$ cat src/rtl/fp_pkg.sv
// Shared definitions for the pipelined floating-point add/subtract unit:
// default format widths, guard/round/sticky positions and field helpers.
package fp_pkg;

  localparam int unsigned EXP_W_DEF  = 5;
  localparam int unsigned FRAC_W_DEF = 10;

  // Extra low-order bits carried below the fraction during alignment
  localparam int unsigned GRS_W = 3;
  localparam int unsigned G_POS = 2;
  localparam int unsigned R_POS = 1;
  localparam int unsigned S_POS = 0;

  function automatic logic [31:0] fp_exp(input logic [63:0] w,
                                         input int unsigned frac_w,
                                         input int unsigned exp_w);
    logic [63:0] mask;
    mask = (64'd1 << exp_w) - 64'd1;
    return 32'((w >> frac_w) & mask);
  endfunction

  function automatic logic [63:0] fp_frac(input logic [63:0] w,
                                          input int unsigned frac_w);
    return w & ((64'd1 << frac_w) - 64'd1);
  endfunction

  function automatic logic fp_sign(input logic [63:0] w,
                                   input int unsigned frac_w,
                                   input int unsigned exp_w);
    return w[frac_w + exp_w];
  endfunction

  // A zero exponent encodes zero regardless of the fraction bits
  function automatic logic fp_is_zero(input logic [63:0] w,
                                      input int unsigned frac_w,
                                      input int unsigned exp_w);
    return fp_exp(w, frac_w, exp_w) == 32'd0;
  endfunction

endpackage

$ cat src/rtl/fp_lzc.sv
// Combinational leading-zero counter; an all-zero input reports W.
module fp_lzc #(
  parameter int unsigned W = 14
) (
  input  logic [W-1:0]           data,
  output logic [$clog2(W+1)-1:0] count_c
);

  localparam int unsigned CNT_W = $clog2(W + 1);

  logic found;

  always_comb begin
    count_c = CNT_W'(W);
    found   = 1'b0;
    for (int i = int'(W) - 1; i >= 0; i--) begin
      if (!found && data[i]) begin
        count_c = CNT_W'(int'(W) - 1 - i);
        found   = 1'b1;
      end
    end
  end

endmodule

$ cat src/rtl/fp_addsub_pipe.sv
// Three-stage floating-point add/subtract (align, add, normalise/round) with
// round-to-nearest-even, overflow saturation and underflow flush-to-zero.
module fp_addsub_pipe
  import fp_pkg::*;
#(
  parameter int unsigned EXP_W  = EXP_W_DEF,
  parameter int unsigned FRAC_W = FRAC_W_DEF,
  parameter int unsigned DATA_W = 1 + EXP_W + FRAC_W
) (
  input  logic              i_clk,
  input  logic              i_rst_n,
  input  logic              i_valid,
  output logic              o_ready,
  input  logic              i_op,
  input  logic [DATA_W-1:0] i_data_a,
  input  logic [DATA_W-1:0] i_data_b,
  output logic              o_valid,
  input  logic              i_ready,
  output logic [DATA_W-1:0] o_data,
  output logic              o_overflow,
  output logic              o_underflow,
  output logic              o_zero
);

  localparam int unsigned M_W     = FRAC_W + 1 + GRS_W;
  localparam int unsigned SUM_W   = M_W + 1;
  localparam int unsigned SE_W    = EXP_W + 2;
  localparam int unsigned LZ_W    = $clog2(M_W + 1);
  localparam int unsigned RND_W   = FRAC_W + 2;
  localparam int unsigned KEY_W   = EXP_W + FRAC_W;
  localparam int unsigned EXP_MAX = (1 << EXP_W) - 1;

  logic en;

  assign en      = !o_valid || i_ready;
  assign o_ready = en;

  // ---------------- S1: unpack, swap, align ----------------
  logic              sa, sb, za, zb, swap;
  logic [EXP_W-1:0]  ea, eb, l_e, s_e, d;
  logic [FRAC_W-1:0] fa, fb;
  logic [KEY_W-1:0]  key_a, key_b;
  logic [M_W-1:0]    ma, mb, l_m, s_raw, s_al, lost;
  logic              l_s;

  assign ea = EXP_W'(fp_exp(64'(i_data_a), FRAC_W, EXP_W));
  assign eb = EXP_W'(fp_exp(64'(i_data_b), FRAC_W, EXP_W));
  assign fa = FRAC_W'(fp_frac(64'(i_data_a), FRAC_W));
  assign fb = FRAC_W'(fp_frac(64'(i_data_b), FRAC_W));
  assign sa = fp_sign(64'(i_data_a), FRAC_W, EXP_W);
  assign sb = fp_sign(64'(i_data_b), FRAC_W, EXP_W) ^ i_op;
  assign za = fp_is_zero(64'(i_data_a), FRAC_W, EXP_W);
  assign zb = fp_is_zero(64'(i_data_b), FRAC_W, EXP_W);

  always_comb begin
    key_a = {ea, za ? FRAC_W'(0) : fa};
    key_b = {eb, zb ? FRAC_W'(0) : fb};
    ma    = za ? M_W'(0) : {1'b1, fa, GRS_W'(0)};
    mb    = zb ? M_W'(0) : {1'b1, fb, GRS_W'(0)};
    swap  = key_b > key_a;
    l_m   = swap ? mb : ma;
    s_raw = swap ? ma : mb;
    l_e   = swap ? eb : ea;
    s_e   = swap ? ea : eb;
    l_s   = swap ? sb : sa;
    d     = l_e - s_e;
    lost  = '0;
    s_al  = '0;
    // Far-out operands collapse entirely into the sticky bit
    if (32'(d) >= FRAC_W + 3) begin
      s_al[S_POS] = |s_raw;
    end else begin
      lost        = s_raw & ((M_W'(1) << d) - M_W'(1));
      s_al        = s_raw >> d;
      s_al[S_POS] = s_al[S_POS] | (|lost);
    end
  end

  logic             s1_valid, s1_sign, s1_sub;
  logic [M_W-1:0]   s1_l_m, s1_s_m;
  logic [EXP_W-1:0] s1_e;

  always_ff @(posedge i_clk or negedge i_rst_n) begin
    if (!i_rst_n) begin
      s1_valid <= 1'b0;
      s1_sign  <= 1'b0;
      s1_sub   <= 1'b0;
      s1_l_m   <= '0;
      s1_s_m   <= '0;
      s1_e     <= '0;
    end else if (en) begin
      s1_valid <= i_valid;
      s1_sign  <= l_s;
      s1_sub   <= sa ^ sb;
      s1_l_m   <= l_m;
      s1_s_m   <= s_al;
      s1_e     <= l_e;
    end
  end

  // ---------------- S2: add/subtract magnitudes, count leading zeros ----------------
  logic [SUM_W-1:0] sum;
  logic [LZ_W-1:0]  lzc;

  assign sum = s1_sub ? ({1'b0, s1_l_m} - {1'b0, s1_s_m})
                      : ({1'b0, s1_l_m} + {1'b0, s1_s_m});

  fp_lzc #(.W(M_W)) u_lzc (
    .data    (sum[M_W-1:0]),
    .count_c (lzc)
  );

  logic             s2_valid, s2_sign;
  logic [SUM_W-1:0] s2_sum;
  logic [LZ_W-1:0]  s2_lzc;
  logic [EXP_W-1:0] s2_e;

  always_ff @(posedge i_clk or negedge i_rst_n) begin
    if (!i_rst_n) begin
      s2_valid <= 1'b0;
      s2_sign  <= 1'b0;
      s2_sum   <= '0;
      s2_lzc   <= '0;
      s2_e     <= '0;
    end else if (en) begin
      s2_valid <= s1_valid;
      s2_sign  <= s1_sign;
      s2_sum   <= sum;
      s2_lzc   <= lzc;
      s2_e     <= s1_e;
    end
  end

  // ---------------- S3: normalise, round, range check ----------------
  logic signed [SE_W-1:0] e_n, e_r;
  logic [M_W-1:0]         norm_m;
  logic [FRAC_W:0]        keep;
  logic [RND_W-1:0]       rnd;
  logic [FRAC_W-1:0]      frac_r;
  logic                   round_up;
  logic [DATA_W-1:0]      res_data;
  logic                   res_ov, res_uf, res_zero;

  always_comb begin
    if (s2_sum[SUM_W-1]) begin
      norm_m = {s2_sum[SUM_W-1:2], s2_sum[1] | s2_sum[0]};
      e_n    = $signed({2'b00, s2_e}) + $signed(SE_W'(1));
    end else begin
      norm_m = s2_sum[M_W-1:0] << s2_lzc;
      e_n    = $signed({2'b00, s2_e}) - $signed(SE_W'(s2_lzc));
    end
    keep     = norm_m[M_W-1:GRS_W];
    round_up = norm_m[G_POS] & (norm_m[R_POS] | norm_m[S_POS] | keep[0]);
    rnd      = {1'b0, keep} + RND_W'(round_up);
    // Mantissa overflow from rounding leaves 1.000 one binade up
    if (rnd[RND_W-1]) begin
      frac_r = '0;
      e_r    = e_n + $signed(SE_W'(1));
    end else begin
      frac_r = rnd[FRAC_W-1:0];
      e_r    = e_n;
    end

    res_data = {s2_sign, EXP_W'(e_r), frac_r};
    res_ov   = 1'b0;
    res_uf   = 1'b0;
    res_zero = 1'b0;
    if (s2_sum == '0) begin
      res_data = '0;
      res_zero = 1'b1;
    end else if (e_r > $signed(SE_W'(EXP_MAX))) begin
      res_data = {s2_sign, {(DATA_W-1){1'b1}}};
      res_ov   = 1'b1;
    end else if (e_r < $signed(SE_W'(1))) begin
      res_data = '0;
      res_uf   = 1'b1;
      res_zero = 1'b1;
    end
  end

  always_ff @(posedge i_clk or negedge i_rst_n) begin
    if (!i_rst_n) begin
      o_valid     <= 1'b0;
      o_data      <= '0;
      o_overflow  <= 1'b0;
      o_underflow <= 1'b0;
      o_zero      <= 1'b0;
    end else if (en) begin
      o_valid <= s2_valid;
      if (s2_valid) begin
        o_data      <= res_data;
        o_overflow  <= res_ov;
        o_underflow <= res_uf;
        o_zero      <= res_zero;
      end
    end
  end

endmodule

$ cat config.mk
export PLATFORM = sky130hd
export DESIGN_NAME = fp_addsub_pipe
export DESIGN_NICKNAME = d
export VERILOG_FILES = /design/src/rtl/fp_pkg.sv /design/src/rtl/fp_lzc.sv /design/src/rtl/fp_addsub_pipe.sv
export SDC_FILE = /design/constraint.sdc
export NUM_CORES = 1
export LEC_CHECK = 0
export ABC_CLOCK_PERIOD_IN_PS = 5800
export BUFFER_PORTS_ARGS = -buffer_cell sky130_fd_sc_hd__buf_2
export CAP_MARGIN = 25
export CORE_MARGIN = 5
export CORE_UTILIZATION = 50
export DETAILED_ROUTE_END_ITERATION = 10
export PLACE_DENSITY = 0.79
export RECOVER_POWER = 100
export SLEW_MARGIN = 20
export SYNTH_ARGS = -nofsm -noshare
export SYNTH_HDL_FRONTEND = slang
export SYNTH_SLANG_ARGS = --single-unit
$ cat constraint.sdc
create_clock -name i_clk -period 5.8 [get_ports i_clk]
set_input_delay 1.45 -clock i_clk [delete_from_list [all_inputs] [get_ports i_clk]]
set_output_delay 1.45 -clock i_clk [all_outputs]
set_load 0.02 [all_outputs]
**Word-level counts from Yosys, hierarchy flattened**

Cells that the tools add are included.

- Register bits after elaboration: 82
- Bits of input ports: 37
- Output and inout bits: 21

- Add/subtract/negate cells: 8
- Order comparisons: 4
- Shifts and indexed selects: 3
- Mux-type cells: 52
- Bitwise gates (word level): 8
- Reduce and logical (&&, ||, !) cells: 34

Operator list:

| kind | number |
|---|---|
| $mux W14 | 5 |
| $logic_not A32 Y1 | 2 |
| $mux W4 | 14 |
| $mux W16 | 3 |
| $mux W10 | 3 |
| $reduce_or A14 Y1 | 2 |
| $mux W1 | 21 |
| $add A14 B14 Y15 | 1 |
| $gt A15 B15 Y1 | 1 |
| $logic_not A15 Y1 | 1 |
| $mux W15 | 1 |
| $sub A14 B14 Y15 | 1 |
| $and A14 B14 Y14 | 1 |
| $logic_not A1 Y1 | 14 |
| $mux W7 | 2 |
| $shl A1 B5 Y14 const A | 1 |
| $shl A14 B4 Y14 | 1 |
| $shr A14 B5 Y14 | 1 |
| $sub A14 B1 Y14 const B | 1 |
| $logic_and A1 B1 Y1 | 13 |
| $mux W13 | 1 |
| $add A11 B1 Y12 | 1 |
| $mux W5 | 2 |
| $add A7 B2 Y7 const B | 1 |
| other kinds (11) | 15 |

**Depth between registers and ports, before layout**

- Word-level depth: 42
- Gate-level depth with buffers: 20

**Cells and area by module**

A second synthesis with hierarchy kept.

- Cell total of the unflattened synthesis: 859
- Area total of the unflattened synthesis: 7090.6 um^2

Modules (own cells, without submodules):

| module | instances | cells each | area an instance (um^2) | sequential area each (um^2) |
|---|---|---|---|---|
| fp_addsub_pipe | 1 | 836 | 6962.9 | 1976.9 |
| fp_lzc | 1 | 23 | 127.6 | 0.0 |

**Worst setup path after synthesis**

No wires, ideal clock.

- Kind: in2reg
- Start: input port i_data_a[11]
- End: register s1_s_m[0]
- Arrival: 5046 ps
- Required time: 5665 ps
- Slack: 619 ps
- Stages: 18
- Path through: nor3_1 > nand3_1 > clkbuf_1 > nand2_1 > ha_1 > nand4_1 > a21oi_1 > o31a_2 > o21ai_4 > a31oi_1 > ha_1 > clkbuf_1 > clkbuf_1 > mux4_1 > o22ai_1 > a22oi_1 > nor4b_1 > a31oi_1

- Word-level cells in the longest chain between the ends: 11

Ends and longest elaborated chain:

| item | RTL line | text |
|---|---|---|
| start, declared | fp_addsub_pipe.sv:15 | `input logic [DATA_W-1:0] i_data_a,` |
| $logic_not A32 Y1 | fp_pkg.sv:37 | `return fp_exp(w, frac_w, exp_w) == 32'd0;` |
| $mux W10 | fp_addsub_pipe.sv:56 | `key_a = {ea, za ? FRAC_W'(0) : fa};` |
| $gt A15 B15 Y1 | fp_addsub_pipe.sv:60 | `swap = key_b > key_a;` |
| $mux W5, on equally long branches | fp_addsub_pipe.sv:63, fp_addsub_pipe.sv:64 |  |
| $sub A5 B5 Y5 | fp_addsub_pipe.sv:66 | `d = l_e - s_e;` |
| $shl A1 B5 Y14 | fp_addsub_pipe.sv:73 | `lost = s_raw & ((M_W'(1) << d) - M_W'(1));` |
| $sub A14 B1 Y14 | fp_addsub_pipe.sv:73 |  |
| $and A14 B14 Y14 | fp_addsub_pipe.sv:73 |  |
| $reduce_or A14 Y1 | fp_addsub_pipe.sv:75 | `s_al[S_POS] = s_al[S_POS] \| (\|lost);` |
| $or A1 B1 Y1 | fp_addsub_pipe.sv:75 |  |
| $mux W1 * | fp_addsub_pipe.sv:70 | `if (32'(d) >= FRAC_W + 3) begin` |
| end signal, assigned | fp_addsub_pipe.sv:96 | `s1_s_m <= s_al;` |
| end, declared | fp_addsub_pipe.sv:80 | `logic [M_W-1:0] s1_l_m, s1_s_m;` |

Mark *: on every way between the ends. The rest lies on a longest branch, timed or not.
A chain may end at the register's enable or synchronous reset.

**Worst setup path after layout**

- Start: input port i_data_b[10]
- End: register s1_s_m[13]

- Word-level cells in the longest chain between the ends: 7

Ends and longest elaborated chain:

| item | RTL line | text |
|---|---|---|
| start, declared | fp_addsub_pipe.sv:16 | `input logic [DATA_W-1:0] i_data_b,` |
| $logic_not A32 Y1 | fp_pkg.sv:37 |  |
| $mux W10 | fp_addsub_pipe.sv:57 | `key_b = {eb, zb ? FRAC_W'(0) : fb};` |
| $gt A15 B15 Y1 | fp_addsub_pipe.sv:60 |  |
| $mux W5, on equally long branches | fp_addsub_pipe.sv:63, fp_addsub_pipe.sv:64 |  |
| $sub A5 B5 Y5 | fp_addsub_pipe.sv:66 |  |
| $shr A14 B5 Y14 / $ge A5 B4 Y1 (equally long branches) | fp_addsub_pipe.sv:74, fp_addsub_pipe.sv:70 |  |
| $mux W13 * | fp_addsub_pipe.sv:70 |  |

Marked as above.

==> impl_metrics.csv <==
group,metric,value,unit
route,wire_per_inst,17.0,microns
setup_path,critPathKind,"primary input to flop",
status,violations,"max-capacitance violations, max-slew violations",
grt,grt_pass1_wl,30400,microns
die,die_h,129,microns
synthesis,netlist_area,0.00703,sq mm
final_layout,n_fill_cell,1273,
synthesis,syn-num-nets,929,
clock_network,cts_buffers,9,
grt,antenna_found_initial,0,
final_layout,final-instance-count-excl-fill,1083,
sta,rsz0062_at_grt,"no",
final_layout,area_growth,9.82,%
clock_network,postCtsSetupBuffers,0,
setup_path,start_kind,"primary input",
synthesis,synth_seq_cells,79,
sta,slew_headroom,-130,%
synthesis,async_flop_share,100,%
clock_network,holdBufCountCts,0,
clock_network,clock-root-buffer,"clkbuf_16",
pwr,ir_drop,0.000252,V
hold_path,hold_class,"flop to flop",
sta,max_freq,0.183,GHz
setup_path,cpPeakStageDelay,0.45,ns
die,ios,58,
die,coreArea,0.0138,sq mm
setup_path,critPathBufInv,2,
die,die_area,0.0165,sq mm
setup_path,end_kind,"flop",
setup_path,path_cells,"clkbuf_1 -> nor3_1 -> nand2_1 -> and2_1 -> ha_1 -> a21oi_1 -> a21oi_1 -> o31a_2 -> o21ai_4 -> buf_4 -> mux2_4 -> a311oi_2 -> xnor2_1 -> nor2_1 -> nand3_1 -> o32ai_1",
grt,grt.total_usage,22.6,%
synthesis,yosysMostFrequentCell,"nand2_1",
sta,holdWs,0.471,ns
die,rows,43,
synthesis,synth.largest_area_cell,"dfrtp_1",
route,via_per_inst,6.06,
synthesis,synth_cell_types,92,
route,drc,0,
route,final_antenna_net_count,0,
die,die_w,129,microns
final_layout,multiInputGateArea,0.00465,sq mm
synthesis,yosys_warnings,0,
route,dr.pass1.iters,6,
sta,period_needed,5.47,ns
setup_path,cp_common_cell,"a21oi_1",
synthesis,synth_cells,855,
pwr,power_density,533,mW/mm^2
job,maxCapViolations,3,
clock_network,h-tree-depth,3,
placement,place_congestion,0.943,
clock_network,cts_resized,0,
placement,dp_hpwl,13900,microns
clock_network,path_clk_slew,0.07,ns
final_layout,nets,972,
pwr,p_leak,3.43,nW
grt,grt_pass1_vias,6264,
clock_network,clock_latency,0.35,ns
setup_path,required,6.04,ns
setup_path,slowest_stage,"o32ai_1",
synthesis,synth_top_area_share,28.1,%
final_layout,drive_gt1_share,11.8,%
synthesis,avgSynthCellArea,8.23,sq um
synthesis,synth-edff-count,0,
sta,final.setup_skew,0.00845,ns
setup_path,path_max_fanout,19,
synthesis,synth-seq-area-share,28.1,%
setup_path,cp_top_family,"compound AO/OA/AOI/OAI gates",
grt,grt_max_degree,80,
sta,post-route-period-util,94.3,%
clock_network,clkSinkCount,79,
sta,finalHoldViolCount,0,
route,dr.first_iter.drc_count,462,
synthesis,synth_top_flop_cell,"dfrtp_1",
final_layout,postLayoutCoreUtil,55.9,%
route,vias,6563,
synthesis,synth_area_leaders,"dfrtp_1 28%, nand2_1 6.7%, ha_1 6.4%",
die,initial_core_util,50.9,%
sta,final-setup-viol-count,0,
placement,port_buffers,57,
grt,grt.overflow.total,0,
sta,worst-slew-pin-transition,3.45,ns
status,status,"finished, violations left",
synthesis,synthTopCellsByCount,"125 x nand2_1, 79 x dfrtp_1, 70 x nor2_1",
clock_network,cts_buffer_depth,2,
final_layout,antenna_cells,0,
route,wl,18400,microns
sta,setup_tns,0,ns
sta,final-max-slew-violation-count,189,
final_layout,regArea,0.00198,sq mm
placement,dp.cells,1066,
setup_path,arrival,5.71,ns
clock_network,tritoncts,"done",
-- flip-flops by register name, indices dropped and copies added, names as in the netlist --
| name | flops |
|---|---|
| s1_e | 5 |
| s2_e | 5 |
| o_zero | 1 |
| o_data | 16 |
| o_valid | 1 |
| s1_sub | 1 |
| s1_sign | 1 |
| s1_valid | 1 |
| s2_sign | 1 |
| o_underflow | 1 |
| s2_lzc | 4 |
| s2_sum | 15 |
| s2_valid | 1 |
| s1_s_m | 14 |
| o_overflow | 1 |
| s1_l_m | 11 |
-- worst paths after layout --
kind	slack [ns]	depth (start not counted)	startpoint	endpoint
max	0.33	16	i_data_b[10]	s1_s_m[13]$_DFFE_PN0N_
min	0.47	2	s1_valid$_DFFE_PN0N_	s1_valid$_DFFE_PN0N_
max reg2reg	1.10	11	s2_lzc[1]$_DFFE_PN0N_	o_data[1]$_DFFE_PN0P_
min reg2reg	0.47	2	s1_valid$_DFFE_PN0N_	s1_valid$_DFFE_PN0N_
max in group asynchronous	1.41	1	i_rst_n	s1_s_m[11]$_DFFE_PN0N_
min in group asynchronous	2.42	1	i_rst_n	s1_l_m[3]$_DFFE_PN0N_
-- layout by cell type, fill, tap and decap left out, types with 18 or more instances in the layout --
| master | netlist | routed |
|---|---|---|
| mux2i_1 | 24 | 24 |
| nor2_1 | 70 | 71 |
| dfrtp_1 | 79 | 79 |
| clkbuf_1 | 29 | 27 |
| inv_1 | 37 | 37 |
| o21ai_0 | 47 | 51 |
| nand2_1 | 125 | 125 |
| a22o_1 | 18 | 18 |
| buf_4 | 2 | 18 |
| nand3_1 | 18 | 18 |
| ha_1 | 36 | 36 |
| buf_2 | 9 | 34 |
| a21oi_1 | 62 | 63 |
| xnor2_1 | 30 | 30 |
-- metrics by stage --
stage	total power [W]	setup slack (ns)	cell area, sq um
detailed placement	0.00354	0.0698	7490
floorplan	0.00298	0.619	7030
finish	0.00411	0.328	7720
global placement	0.00350	0.144	7490
CTS	0.00415	0.434	7790
global route	0.00448	0.0670	7720
-- power by group --
group	internal (W)	switching, W
Clock	0.000342	0.000250
Combinational	0.00109	0.00138
Sequential	0.000758	0.000301
Total	0.00219	0.00193
-- per-layer routing --
metal	track usage, %	up-vias	share of wire (%)
met5	0	-	0
met4	12.0	0	4.5
met3	3.61	50	4.8
met2	37.0	197	48
met1	28.8	3124	43
li1	-	3192	-
-- cells by family after synthesis --
family	after synthesis	share of synthesized area, %
and+or+nand+nor	308	21.0
muxes	47	9.50
adders and majority gates	37	6.69
DFF	79	28.1
xor gates and xnor gates	45	5.60
buffers and inverters	87	5.44
AOI/OAI and AO/OA	252	23.7
-- cell type report --
class                   instances  share of cell area (%)
clock buffers                   9                    2.92
clock inverters                 7                    1.09
multi-input cells             689                    60.2
flip-flops and latches         79                    25.6
inverters                      39                    1.90
repair buffers                 80                    5.38
well taps                     180                    2.92
-- tightest hold or removal path, stage by stage, from the launching register on --
cell	delay [ns]
dfrtp_1	0.34
nand2_1	0.05
nand2_1	0.05
No activity file was read; power rests on OpenSTA's default activity.
